**src/rtl/result_sram_writer_if.sv**
```systemverilog
// Stream, job-control and SRAM-write signals of result_sram_writer.
//   master : the side that supplies jobs, result words and the write grant
//   slave  : result_sram_writer itself
// Signals: start, base_addr, num_results, in_valid, in_data, in_ready,
//          sram_wr_grant, dut_sram_write_enable/address/data, busy, done.
interface result_sram_writer_if #(
   parameter int ADDR_WIDTH = 12,
   parameter int DATA_WIDTH = 16
);
   logic                  start;
   logic [ADDR_WIDTH-1:0] base_addr;
   logic [ADDR_WIDTH-1:0] num_results;
   logic                  in_valid;
   logic [DATA_WIDTH-1:0] in_data;
   logic                  in_ready;
   logic                  sram_wr_grant;
   logic                  dut_sram_write_enable;
   logic [ADDR_WIDTH-1:0] dut_sram_write_address;
   logic [DATA_WIDTH-1:0] dut_sram_write_data;
   logic                  busy;
   logic                  done;

   modport master (
      output start, base_addr, num_results, in_valid, in_data, sram_wr_grant,
      input  in_ready, dut_sram_write_enable, dut_sram_write_address,
             dut_sram_write_data, busy, done
   );

   modport slave (
      input  start, base_addr, num_results, in_valid, in_data, sram_wr_grant,
      output in_ready, dut_sram_write_enable, dut_sram_write_address,
             dut_sram_write_data, busy, done
   );
endinterface

```
**src/rtl/result_sram_writer.sv**
```systemverilog
// result_sram_writer: buffers result words in a small FIFO and writes them to
// consecutive output-SRAM addresses starting at a latched base address.
// Ports:
//   clk, reset  : clock and synchronous active-high reset
//   bus (slave) : job control (start/base_addr/num_results), input stream
//                 (in_valid/in_data/in_ready), shared write port
//                 (sram_wr_grant, registered dut_sram_write_*), busy, done
//   dbg_state   : current FSM state
//
// Handshake: a word transfers on a rising edge where in_valid && in_ready.
// in_ready comes from registered state only, never from in_valid or grant.
module result_sram_writer #(
   parameter int ADDR_WIDTH = 12,
   parameter int DATA_WIDTH = 16,
   parameter int FIFO_DEPTH = 4
) (
   input  logic               clk,
   input  logic               reset,
   result_sram_writer_if.slave bus,
   output logic [1:0]         dbg_state
);
   localparam int PW = $clog2(FIFO_DEPTH);
   localparam int CW = PW + 1;

   typedef enum logic [1:0] {
      S_IDLE = 2'd0,
      S_RUN  = 2'd1,
      S_DONE = 2'd2
   } state_t;

   state_t                state, state_nxt;
   logic [DATA_WIDTH-1:0] fifo_mem [FIFO_DEPTH];
   logic [PW-1:0]         wr_ptr, rd_ptr;
   logic [CW-1:0]         fifo_count;
   logic [ADDR_WIDTH:0]   accepted, written;
   logic [ADDR_WIDTH-1:0] base_r, num_r;
   logic                  in_ready_c, push, pop, last_write;

   always_comb begin
      in_ready_c = (state == S_RUN) && (fifo_count < CW'(FIFO_DEPTH)) &&
                   (accepted < {1'b0, num_r});
      push       = bus.in_valid && in_ready_c;
      pop        = (state == S_RUN) && (fifo_count != '0) && bus.sram_wr_grant;
      // This pop performs write number num_results.
      last_write = pop && ((written + (ADDR_WIDTH+1)'(1)) == {1'b0, num_r});
   end

   always_comb begin
      state_nxt = state;
      case (state)
         S_IDLE:  if (bus.start) state_nxt = (bus.num_results == '0) ? S_DONE : S_RUN;
         S_RUN:   if (last_write) state_nxt = S_DONE;
         S_DONE:  state_nxt = S_IDLE;
         default: state_nxt = S_IDLE;
      endcase
   end

   always_ff @(posedge clk) begin
      if (reset) state <= S_IDLE;
      else       state <= state_nxt;
   end

   // Storage needs no reset; occupancy is tracked by the pointers and count.
   always_ff @(posedge clk) begin
      if (push) fifo_mem[wr_ptr] <= bus.in_data;
   end

   always_ff @(posedge clk) begin
      if (reset) begin
         wr_ptr                     <= '0;
         rd_ptr                     <= '0;
         fifo_count                 <= '0;
         accepted                   <= '0;
         written                    <= '0;
         base_r                     <= '0;
         num_r                      <= '0;
         bus.dut_sram_write_enable  <= 1'b0;
         bus.dut_sram_write_address <= '0;
         bus.dut_sram_write_data    <= '0;
      end else begin
         bus.dut_sram_write_enable <= 1'b0;
         if (state == S_IDLE && bus.start) begin
            base_r     <= bus.base_addr;
            num_r      <= bus.num_results;
            accepted   <= '0;
            written    <= '0;
            wr_ptr     <= '0;
            rd_ptr     <= '0;
            fifo_count <= '0;
         end
         if (push) begin
            wr_ptr   <= wr_ptr + PW'(1);
            accepted <= accepted + (ADDR_WIDTH+1)'(1);
         end
         if (pop) begin
            // Address and data only change on a write; they hold otherwise.
            bus.dut_sram_write_enable  <= 1'b1;
            bus.dut_sram_write_address <= base_r + written[ADDR_WIDTH-1:0];
            bus.dut_sram_write_data    <= fifo_mem[rd_ptr];
            rd_ptr                     <= rd_ptr + PW'(1);
            written                    <= written + (ADDR_WIDTH+1)'(1);
         end
         if (push && !pop)      fifo_count <= fifo_count + CW'(1);
         else if (pop && !push) fifo_count <= fifo_count - CW'(1);
      end
   end

   assign bus.in_ready = in_ready_c;
   assign bus.busy     = (state == S_RUN);
   assign bus.done     = (state == S_DONE);
   assign dbg_state    = state;
endmodule
```
**src/flat_wrapper.sv**
```systemverilog
// flat-port wrapper written by rule: the top's interface ports become plain ports
module result_sram_writer_flat 
#(
   parameter int ADDR_WIDTH = 12,
   parameter int DATA_WIDTH = 16,
   parameter int FIFO_DEPTH = 4
)
  (clk, reset, dbg_state, bus_start, bus_base_addr, bus_num_results, bus_in_valid, bus_in_data, bus_sram_wr_grant, bus_in_ready, bus_dut_sram_write_enable, bus_dut_sram_write_address, bus_dut_sram_write_data, bus_busy, bus_done);
  result_sram_writer_if #(.ADDR_WIDTH(ADDR_WIDTH), .DATA_WIDTH(DATA_WIDTH)) bus_i ();
  input  logic clk;
  input  logic reset;
  output logic [1:0] dbg_state;
  input wire logic [$bits(bus_i.start)-1:0] bus_start;
  input wire logic [$bits(bus_i.base_addr)-1:0] bus_base_addr;
  input wire logic [$bits(bus_i.num_results)-1:0] bus_num_results;
  input wire logic [$bits(bus_i.in_valid)-1:0] bus_in_valid;
  input wire logic [$bits(bus_i.in_data)-1:0] bus_in_data;
  input wire logic [$bits(bus_i.sram_wr_grant)-1:0] bus_sram_wr_grant;
  output wire logic [$bits(bus_i.in_ready)-1:0] bus_in_ready;
  output wire logic [$bits(bus_i.dut_sram_write_enable)-1:0] bus_dut_sram_write_enable;
  output wire logic [$bits(bus_i.dut_sram_write_address)-1:0] bus_dut_sram_write_address;
  output wire logic [$bits(bus_i.dut_sram_write_data)-1:0] bus_dut_sram_write_data;
  output wire logic [$bits(bus_i.busy)-1:0] bus_busy;
  output wire logic [$bits(bus_i.done)-1:0] bus_done;
  assign bus_i.start = bus_start;
  assign bus_i.base_addr = bus_base_addr;
  assign bus_i.num_results = bus_num_results;
  assign bus_i.in_valid = bus_in_valid;
  assign bus_i.in_data = bus_in_data;
  assign bus_i.sram_wr_grant = bus_sram_wr_grant;
  assign bus_in_ready = bus_i.in_ready;
  assign bus_dut_sram_write_enable = bus_i.dut_sram_write_enable;
  assign bus_dut_sram_write_address = bus_i.dut_sram_write_address;
  assign bus_dut_sram_write_data = bus_i.dut_sram_write_data;
  assign bus_busy = bus_i.busy;
  assign bus_done = bus_i.done;
  result_sram_writer #(.ADDR_WIDTH(ADDR_WIDTH), .DATA_WIDTH(DATA_WIDTH), .FIFO_DEPTH(FIFO_DEPTH)) u_core (.clk(clk), .reset(reset), .bus(bus_i), .dbg_state(dbg_state));
endmodule
```
**config.mk**
```make
export PLATFORM = sky130hd
export DESIGN_NAME = result_sram_writer_flat
export DESIGN_NICKNAME = d
export VERILOG_FILES = /design/src/rtl/result_sram_writer_if.sv /design/src/rtl/result_sram_writer.sv /design/src/flat_wrapper.sv
export SDC_FILE = /design/constraint.sdc
export NUM_CORES = 1
export LEC_CHECK = 0
export BUFFER_PORTS_ARGS = -buffer_cell sky130_fd_sc_hd__buf_4
export CORE_ASPECT_RATIO = 0.8
export CORE_MARGIN = 5
export CORE_UTILIZATION = 53
export CTS_BUF_LIST = sky130_fd_sc_hd__clkbuf_8 sky130_fd_sc_hd__clkbuf_16
export DETAILED_ROUTE_END_ITERATION = 6
export MAX_ROUTING_LAYER = met4
export PLACE_DENSITY = 0.76
export SETUP_SLACK_MARGIN = 0.2
export SYNTH_ARGS = -nofsm -noshare
export SYNTH_HDL_FRONTEND = slang
export SYNTH_SLANG_ARGS = --single-unit
```
**constraint.sdc**
```tcl
create_clock -name clk -period 2.53 [get_ports clk]
set_input_delay 0.759 -clock clk [delete_from_list [all_inputs] [get_ports clk]]
set_output_delay 0.759 -clock clk [all_outputs]
set_load 0.005 [all_outputs]
```
Yosys cells after proc, flatten, opt, wreduce, memory -nomap -nowiden:

Memories as Yosys holds them, arrays and structs flattened. A register that Yosys moved wholly into a read port is not among the register bits.
Index checks and enable logic that the tools add are counted.

* word-level logic and storage cells: 59
* input bits: 45
* flip-flop bits (word level): 72
* memories: 1
* RAM bits: 64

Memory list
* u_core.fifo_mem: words 4, width 16, read ports 1, clocked after memory_dff 1, wr ports 1, RTL line result_sram_writer.sv:32 `logic [DATA_WIDTH-1:0] fifo_mem [FIFO_DEPTH];`

* add/sub/neg operators: 7
* equal/unequal tests: 5
* $lt $le $gt $ge: 2
* muxes and demuxes: 16
* reductions and logical operators: 18

Operator list (number)
* $mux 13: 3
* $add 13x1->13 const B: 2
* $eq 13x12->1: 1
* $lt 13x12->1: 1
* $add 12x12->12: 1
* $logic_not 12->1: 1
* $mux 2: 6
* $logic_and 1x1->1: 9
* $mux 3: 3
* $reduce_bool 3->1: 2
* $add 2x1->2 const B: 2
* $pmux 2 s2: 1
* $reduce_bool 2->1: 2
* $add 3x1->3 const B: 1
* $lt 3x3->1 const B: 1
* $mux 1: 3
* $sub 3x1->3 const B: 1
* $eq 2x1->1 const B: 1
* $eq 2x2->1 const B: 1
* $logic_not 1->1: 2
* $logic_not 2->1: 1
* $ne 2x1->1 const B: 1
* $ne 2x2->1 const B: 1
* $reduce_and 2->1: 1

Logic depth before layout (Yosys ltp):

Gate-level depths: netlist of the first run.

* depth after elaboration: 8
* mapped depth: 14

Least setup slack after synthesis of the first run:

No wires, ideal clock.

* path kind: flip-flop to flip-flop
* start point: reg u_core.num_r[6]
* end point: mem u_core.fifo_mem[0][0] (enable)
* cell stages (with the launch flop): 10
* required time: 2156 ps
* buffers on the path: 1
* data arrival time: 2088 ps
* clock period less this slack: 2462 ps
* setup slack: 68 ps
* path through: dfxtp_1 -> inv_1 -> ha_1 -> a21oi_1 -> o21ai_0 -> a21oi_1 -> o211ai_2 -> inv_2 -> buf_2 -> and2_1

* word-level cells in the longest chain between the ends: 5

Ends and longest elaborated chain
* start: declaration: RTL line result_sram_writer.sv:36 `logic [ADDR_WIDTH-1:0] base_r, num_r;`
* start signal: assignment: RTL line result_sram_writer.sv:84 `num_r <= bus.num_results;`
* $lt 13x12->1: RTL line result_sram_writer.sv:41 `(accepted < {1'b0, num_r});`
* $logic_and 1x1->1: RTL line result_sram_writer.sv:40 `in_ready_c = (state == S_RUN) && (fifo_count < CW'(FIFO_DEPTH)) &&`
* $logic_and 1x1->1: RTL line result_sram_writer.sv:42 `push = bus.in_valid && in_ready_c;`
* $mux 1: RTL line result_sram_writer.sv:65 `if (push) fifo_mem[wr_ptr] <= bus.in_data;`
* $mux 1 (not written as such): RTL line result_sram_writer.sv:65
* end: declaration: RTL line result_sram_writer.sv:32

Every way passes these cells.

Final worst setup path of the first run:

* start point: reg u_core.num_r[4]
* end point: out bus_in_ready

* word-level cells in the longest chain between the ends: 2

Ends and longest elaborated chain
* $lt 13x12->1: RTL line result_sram_writer.sv:41
* $logic_and 1x1->1: RTL line result_sram_writer.sv:40
* end: declaration: RTL line flat_wrapper.sv:19 `output wire logic [$bits(bus_i.in_ready)-1:0] bus_in_ready;`

Every way passes these cells.

==> results of run 1 <==
-- repair_timing --
action                                  4_1_cts  5_1_grt
buffers inserted                              9        6
gates resized for setup                      26       40
endpoints found under the setup margin        4        9
pin swaps                                    12       14
-- layer usage --
| metal | up-vias | routed length (um) |
|---|---|---|
| li1 | 2810 | - |
| met1 | 2910 | 7603 |
| met2 | 224 | 9079 |
| met3 | 51 | 1228 |
| met4 | 0 | 446 |
| met5 | - | 0 |
-- worst min path at each step --
| stage | startpoint | end | cells past startpoint |
|---|---|---|---|
| floorplan | u_core.base_r[0] | u_core.base_r[0] | 2 |
| global placement | u_core.bus.dut_sram_write_address[5] | u_core.bus.dut_sram_write_address[5] | 2 |
| detailed placement | u_core.bus.dut_sram_write_data[6] | u_core.bus.dut_sram_write_data[6] | 2 |
| CTS | u_core.bus.dut_sram_write_data[11] | u_core.bus.dut_sram_write_data[11] | 2 |
| global route | u_core.bus.dut_sram_write_data[11] | u_core.bus.dut_sram_write_data[11] | 2 |
| finish | u_core.bus.dut_sram_write_data[11] | u_core.bus.dut_sram_write_data[11] | 2 |
-- critical path, cell delays in order, from the launching register on --
cell and delay, ns:
dfxtp_2 0.38, inv_1 0.05, ha_1 0.29, o211ai_1 0.09, o21a_1 0.20, o21a_1 0.20
buf_4 0.13
-- kinds of logic after synthesis --
kind of cell | count (synthesis) | share of synthesized area
AND/OR/NAND/NOR | 273 | 0.1837
buffers and inverters | 68 | 0.04110
multiplexers | 17 | 0.05090
XOR/XNOR | 16 | 0.01926
flip-flops | 152 | 0.5063
AO/OA/AOI/OAI | 163 | 0.1393
adder cells (fa/ha/maj) | 34 | 0.05950
-- cells in the mapped netlist, types with 3 or more instances --
| library cell | number |
|---|---|
| nand2b_1 | 5 |
| xnor2_1 | 11 |
| nor3_1 | 11 |
| dfxtp_1 | 88 |
| o21ai_0 | 31 |
| a21oi_1 | 77 |
| xor2_1 | 5 |
| inv_1 | 25 |
| o21ai_1 | 4 |
| nand2_1 | 124 |
| a22oi_1 | 4 |
| nand4_1 | 5 |
| mux4_2 | 16 |
| edfxtp_1 | 64 |
| a211oi_1 | 6 |
| nand3_1 | 29 |
| nor3b_1 | 6 |
| or3_1 | 8 |
| ha_1 | 33 |
| and2_1 | 4 |
| nor2b_1 | 6 |
| buf_2 | 11 |
| a21o_1 | 4 |
| clkbuf_1 | 22 |
| o211ai_1 | 5 |
| nand3b_1 | 7 |
| buf_4 | 3 |
| o21a_1 | 3 |
| a311oi_1 | 3 |
| nor2_1 | 34 |
| and3_1 | 6 |
| inv_2 | 3 |
| a31oi_1 | 9 |
| nor4_1 | 8 |
-- state kept, by name (all words and copies together) (netlist names) --
signal and flops:
u_core.num_r 12, u_core.wr_ptr 2, u_core.bus.dut_sram_write_data 16, u_core.rd_ptr 2, u_core.base_r 12, u_core.bus.dut_sram_write_address 12, u_core.fifo_count 3, u_core.accepted 13
u_core.bus.dut_sram_write_enable 1, u_core.dbg_state 2, u_core.written 13, u_core.fifo_mem 64
-- layout make-up --
cell class,count,area [um^2]
Clock buffer,22,505.5
Clock inverter,10,42.54
Fill cell,1002,4448
Inverter,28,107.6
Multi-Input combinational cell,503,3520
Sequential cell,152,3710
Tap cell,180,225.2
Timing Repair Buffer,116,944.7
-- through the flow --
step / worst slack (ns) / TNS [ns] / utilization
2_1_floorplan: 0.2004 / 0 / -
3_3_place_gp: 0.2002 / 0 / 0.6031
3_5_place_dp: 0.1009 / 0 / 0.6031
5_1_grt: -0.07059 / -0.07059 / 0.6706
4_1_cts: -0.008429 / -0.008429 / 0.6559
6_report: -0.001667 / -0.001667 / 0.6706
-- power by group through the flow --
stage | clock network (W) | registers [W] | logic, W
after floorplan | 0 | 0.00270 | 0.000278
final | 0.00231 | 0.00266 | 0.000579
after detailed placement | 0 | 0.00271 | 0.000469
after CTS | 0.00234 | 0.00266 | 0.000508
after global routing | 0.00247 | 0.00266 | 0.000630
after global placement | 0 | 0.00271 | 0.000453
==> impl_metrics.ini, run 1 <==
[outcome]
status = finished with violations
violations = setup timing

[clock_tree]
numCtsBuffers = 17
clock_path_buffers = 2
cts_tree = built
hold_buffers = 0
htree_levels = 4
clk_latency_ns = 0.42
clock-sinks = 152
clockRootBuffer = clkbuf_16
clk_pin_slew_ns = 0.06

[floorplan]
rows = 38
dieWidth_um = 141.0
dieArea_mm2 = 0.01619
die_h_um = 114.8
ios = 79
core_mm2 = 0.01350
initial_core_util = 0.5388

[synthesis]
netlist_instances = 723
synth_nets = 802
yosys.area.top_type_share = 0.2641
synth_cell_types = 67
ys_seq_area_frac = 0.5063
synth_area_per_cell_um2 = 10.06
ys_warn_count = 0
yosys_register_bits = 152
async_flop_share = 0
yosys.area.top_type = edfxtp_1
synth-edff-count = 64
syn_area_mm2 = 0.007276
ys.flop_type = dfxtp_1
synthTopCellsByArea = edfxtp_1 (26%), dfxtp_1 (24%), nand2_1 (6.4%), ha_1 (5.7%), a21oi_1 (5.3%)

[placed_design]
dp_hpwl_mm = 12.31
dp_cells = 964
placed_area_mm2 = 0.008144
gp_congestion = 0.8913
portBuffers = 78

[detailed_routing]
wl_per_cell_um = 18.16
viasPerCell = 5.930
drt-total-wl_mm = 18.36
ant_nets = 0
route.detailed.drc = 0
vias = 5995
drt_pass1_iterations = 7
drtIter0Drc = 507

[timing]
fin_crit_sh = 1.001
holdWs_ns = 0.4554
finalMaxSlewViolations = 0
min_period_ns = 2.532
relSlewSlack = 0.4135
setup_viol = 1
tightest_slew_ns = 0.8786
fmax_mhz = 395.0
hold_viol_final = 0
setup_slack_ns = -0.001667
skew_ns = 0.008151
rsz0062_at_grt = true

[global_route]
grtUsageMet3 = 0.05696
grt_pass1_wl_mm = 29.34
grt_use_met2 = 0.3881
grt_pass1_vias = 5911
grt_use_met1 = 0.2913
grt_max_degree = 48
grt_overflow = 0
antenna_found_initial = 0
gr-usage-all-layers = 0.2374
busiest_layer = met2

[final_layout]
syn_to_final_growth_pct = 24.45
layout.cells.non_filler = 1011
num_antenna_cells = 0
final_common_cell = nand2_1
drive_gt1_frac = 0.2744
fin_nets = 897
final_cell_mix = nand2_1 (119), buf_4 (108), a21oi_1 (74), dfxtp_1 (71), edfxtp_1 (64)
fin_area_mm2 = 0.009055

[power_and_ir_drop]
p_per_area_mw_per_mm2 = 612.4
p_clk_frac = 0.416
p_leak_nw = 3.390
p_seq_frac = 0.479
ir_drop_v = 0.0005565
fin_total_pwr_w = 0.005545
switching_share = 0.2311
combPwrFrac = 0.104
p_int_w = 0.004264
switching_power_w = 0.001282

[critical_path]
path_class = flip-flop to output port
r2r-end = u_core.fifo_count[2]
timing.rr.start = u_core.num_r[11]
worstPathMaxFanout = 3
reg2reg_slack_ns = 0.11
worstSetupEndpointType = output port
worstSetupEndpoint = bus_in_ready
critical_path.startpoint = u_core.num_r[4]
cp.arrival_ns = 1.77
reg2reg_depth = 13
crit_required_ns = 1.77
startpoint_type = flip-flop

[worst_hold_path]
hp-class = flip-flop to flip-flop

[job]
cap_viol_max_count = 0
No activity file was read; power rests on OpenSTA's default activity.
==> run 2: changes to the inputs <==
--- a/config.mk
+++ b/config.mk
@@ -12,7 +12,7 @@
 export CTS_BUF_LIST = sky130_fd_sc_hd__clkbuf_8 sky130_fd_sc_hd__clkbuf_16
 export DETAILED_ROUTE_END_ITERATION = 6
 export MAX_ROUTING_LAYER = met4
-export PLACE_DENSITY = 0.76
+export PLACE_DENSITY_LB_ADDON = 0.25
 export SETUP_SLACK_MARGIN = 0.2
 export SYNTH_ARGS = -nofsm -noshare
 export SYNTH_HDL_FRONTEND = slang
==> impl_metrics.ini, run 2 (synthesis results as in run 1) <==
[final_layout]
final_cell_mix = nand2_1 (121), buf_4 (120), a21oi_1 (74), dfxtp_1 (68), edfxtp_1 (64)
fin_nets = 909
syn_to_final_growth_pct = 26.28
reg_top3 = u_core.fifo_mem: 64 flops, u_core.bus.dut_sram_write_data: 16 flops
final_common_cell = nand2_1
drive_gt1_frac = 0.2954
largest_register_ffs = 64
top_register = u_core.fifo_mem
fin_area_mm2 = 0.009188

[power_and_ir_drop]
ir_drop_v = 0.0004473
switching_power_w = 0.001433
p_int_w = 0.004450
combPwrFrac = 0.098
p_per_area_mw_per_mm2 = 640.3
switching_share = 0.2436
p_clk_frac = 0.451
p_seq_frac = 0.451
p_leak_nw = 3.436

[floorplan]
core_mm2 = 0.01350
ios = 79
dieArea_mm2 = 0.01619
die_h_um = 114.8
initial_core_util = 0.5388
dieWidth_um = 141.0
rows = 38

[clock_tree]
clock-sinks = 152
clockRootBuffer = clkbuf_16
cts_tree = built
clk_latency_ns = 0.43
clk_pin_slew_ns = 0.06
numCtsBuffers = 17
htree_levels = 4
clock_path_buffers = 2
hold_buffers = 0

[detailed_routing]
vias = 5963
wl_met3_mm = 1.177
route.detailed.drc = 0
viasPerCell = 5.823
drtIter0Drc = 577
wl_met1_mm = 7.939
top_layer = met4
ant_nets = 0
drt-total-wl_mm = 18.94
wl_per_cell_um = 18.50
routed-wl-met2_mm = 9.454
drt_pass1_iterations = 5

[timing]
setup_viol = 0
min_period_ns = 2.515
fin_crit_sh = 0.9940
finalMaxSlewViolations = 0
hold_viol_final = 0
skew_ns = 0.007344
fmax_mhz = 397.6
rsz0062_at_grt = true
tightest_slew_ns = 0.5479
relSlewSlack = 0.6325
holdWs_ns = 0.4585

[job]
cap_viol_max_count = 0

[global_route]
grt_pass1_wl_mm = 29.68
gr-usage-all-layers = 0.2416
antenna_found_initial = 1
grt_max_degree = 37
grt_overflow = 0
grt_pass1_vias = 5830

[placed_design]
gp_congestion = 0.9364
placed_area_mm2 = 0.008189
portBuffers = 78
dp_hpwl_mm = 13.06

[critical_path]
worstSetupEndpointType = output port
path_class = flip-flop to output port
crit_required_ns = 1.77
cp.arrival_ns = 1.76
startpoint_type = flip-flop
worstPathMaxFanout = 2

[worst_hold_path]
hp-class = flip-flop to flip-flop

[outcome]
status = finished, final reports clean
==> run 2: cell types whose count changed in the layout (fill, tap and decap cells not counted), moves of 3 or more <==
cell       previous run  this run
clkbuf_8              4         0
bufinv_16             0         3
dfxtp_1              71        68
inv_6                 0         4
and2_4                3         0
buf_4               108       120
and2_2                0         3
inv_1                28        19
==> run 2: critical path: stages (launching register included) <==
cell and delay [ns]:
dfxtp_2 0.36, inv_4 0.06, ha_4 0.27, inv_4 0.04
nor3_4 0.17, buf_4 0.14, a21oi_2 0.06, o21a_1 0.13
buf_6 0.12
==> run 2: worst paths after layout <==
kind,start,endpoint,slack [ns],depth (start not counted)
min,u_core.bus.dut_sram_write_data[14],u_core.bus.dut_sram_write_data[14],0.46,2
max reg2reg,u_core.num_r[11],u_core.fifo_count[0],0.22,15
min reg2reg,u_core.bus.dut_sram_write_data[14],u_core.bus.dut_sram_write_data[14],0.46,2
max,u_core.num_r[11],bus_in_ready,0.02,8
==> run 2: area by class of cell <==
cell class,count,area (um^2)
diodes,1,2.502
clock buffers,17,425.4
clock inverters,15,188.9
fillers,1020,4315
inverters,28,112.6
multi-input cells,503,3478
flip-flops and latches,152,3716
well taps,180,225.2
repair buffers,128,1039
==> run 2: per-layer routing <==
metal | vias up | global-route usage
li1 | 2836 | -
met1 | 2892 | 0.3060
met2 | 204 | 0.3858
met3 | 31 | 0.04948
met4 | 0 | 0.09361
met5 | - | -
==> run 2: through the flow <==
step	cells	util	TNS (ns)	setup WS, ns	total power (W)
2_1_floorplan	723	-	0	0.2004	0.002975
3_3_place_gp	970	0.6065	0	0.2266	0.003166
3_5_place_dp	970	0.6065	0	0.1489	0.003185
4_1_cts	1013	0.6651	0	0.03381	0.005853
5_1_grt	1024	0.6804	-0.06677	-0.06677	0.006081
6_report	1024	0.6804	0	0.01521	0.005883
==> run 2: power groups by stage <==
| stage | Combinational [W] | Sequential (W) | Clock, W |
|---|---|---|---|
| 5_1_grt | 0.000626 | 0.00266 | 0.00280 |
| 6_report | 0.000575 | 0.00265 | 0.00265 |
| 2_1_floorplan | 0.000278 | 0.00270 | 0 |
| 3_3_place_gp | 0.000460 | 0.00271 | 0 |
| 3_5_place_dp | 0.000475 | 0.00271 | 0 |
| 4_1_cts | 0.000511 | 0.00265 | 0.00269 |
==> run 2: timing repair <==
| item | CTS | global route |
|---|---|---|
| setup endpoints to repair | 2 | 11 |
| buffers inserted | 11 | 10 |
| pin swaps | 13 | 14 |
| resized for setup | 30 | 35 |
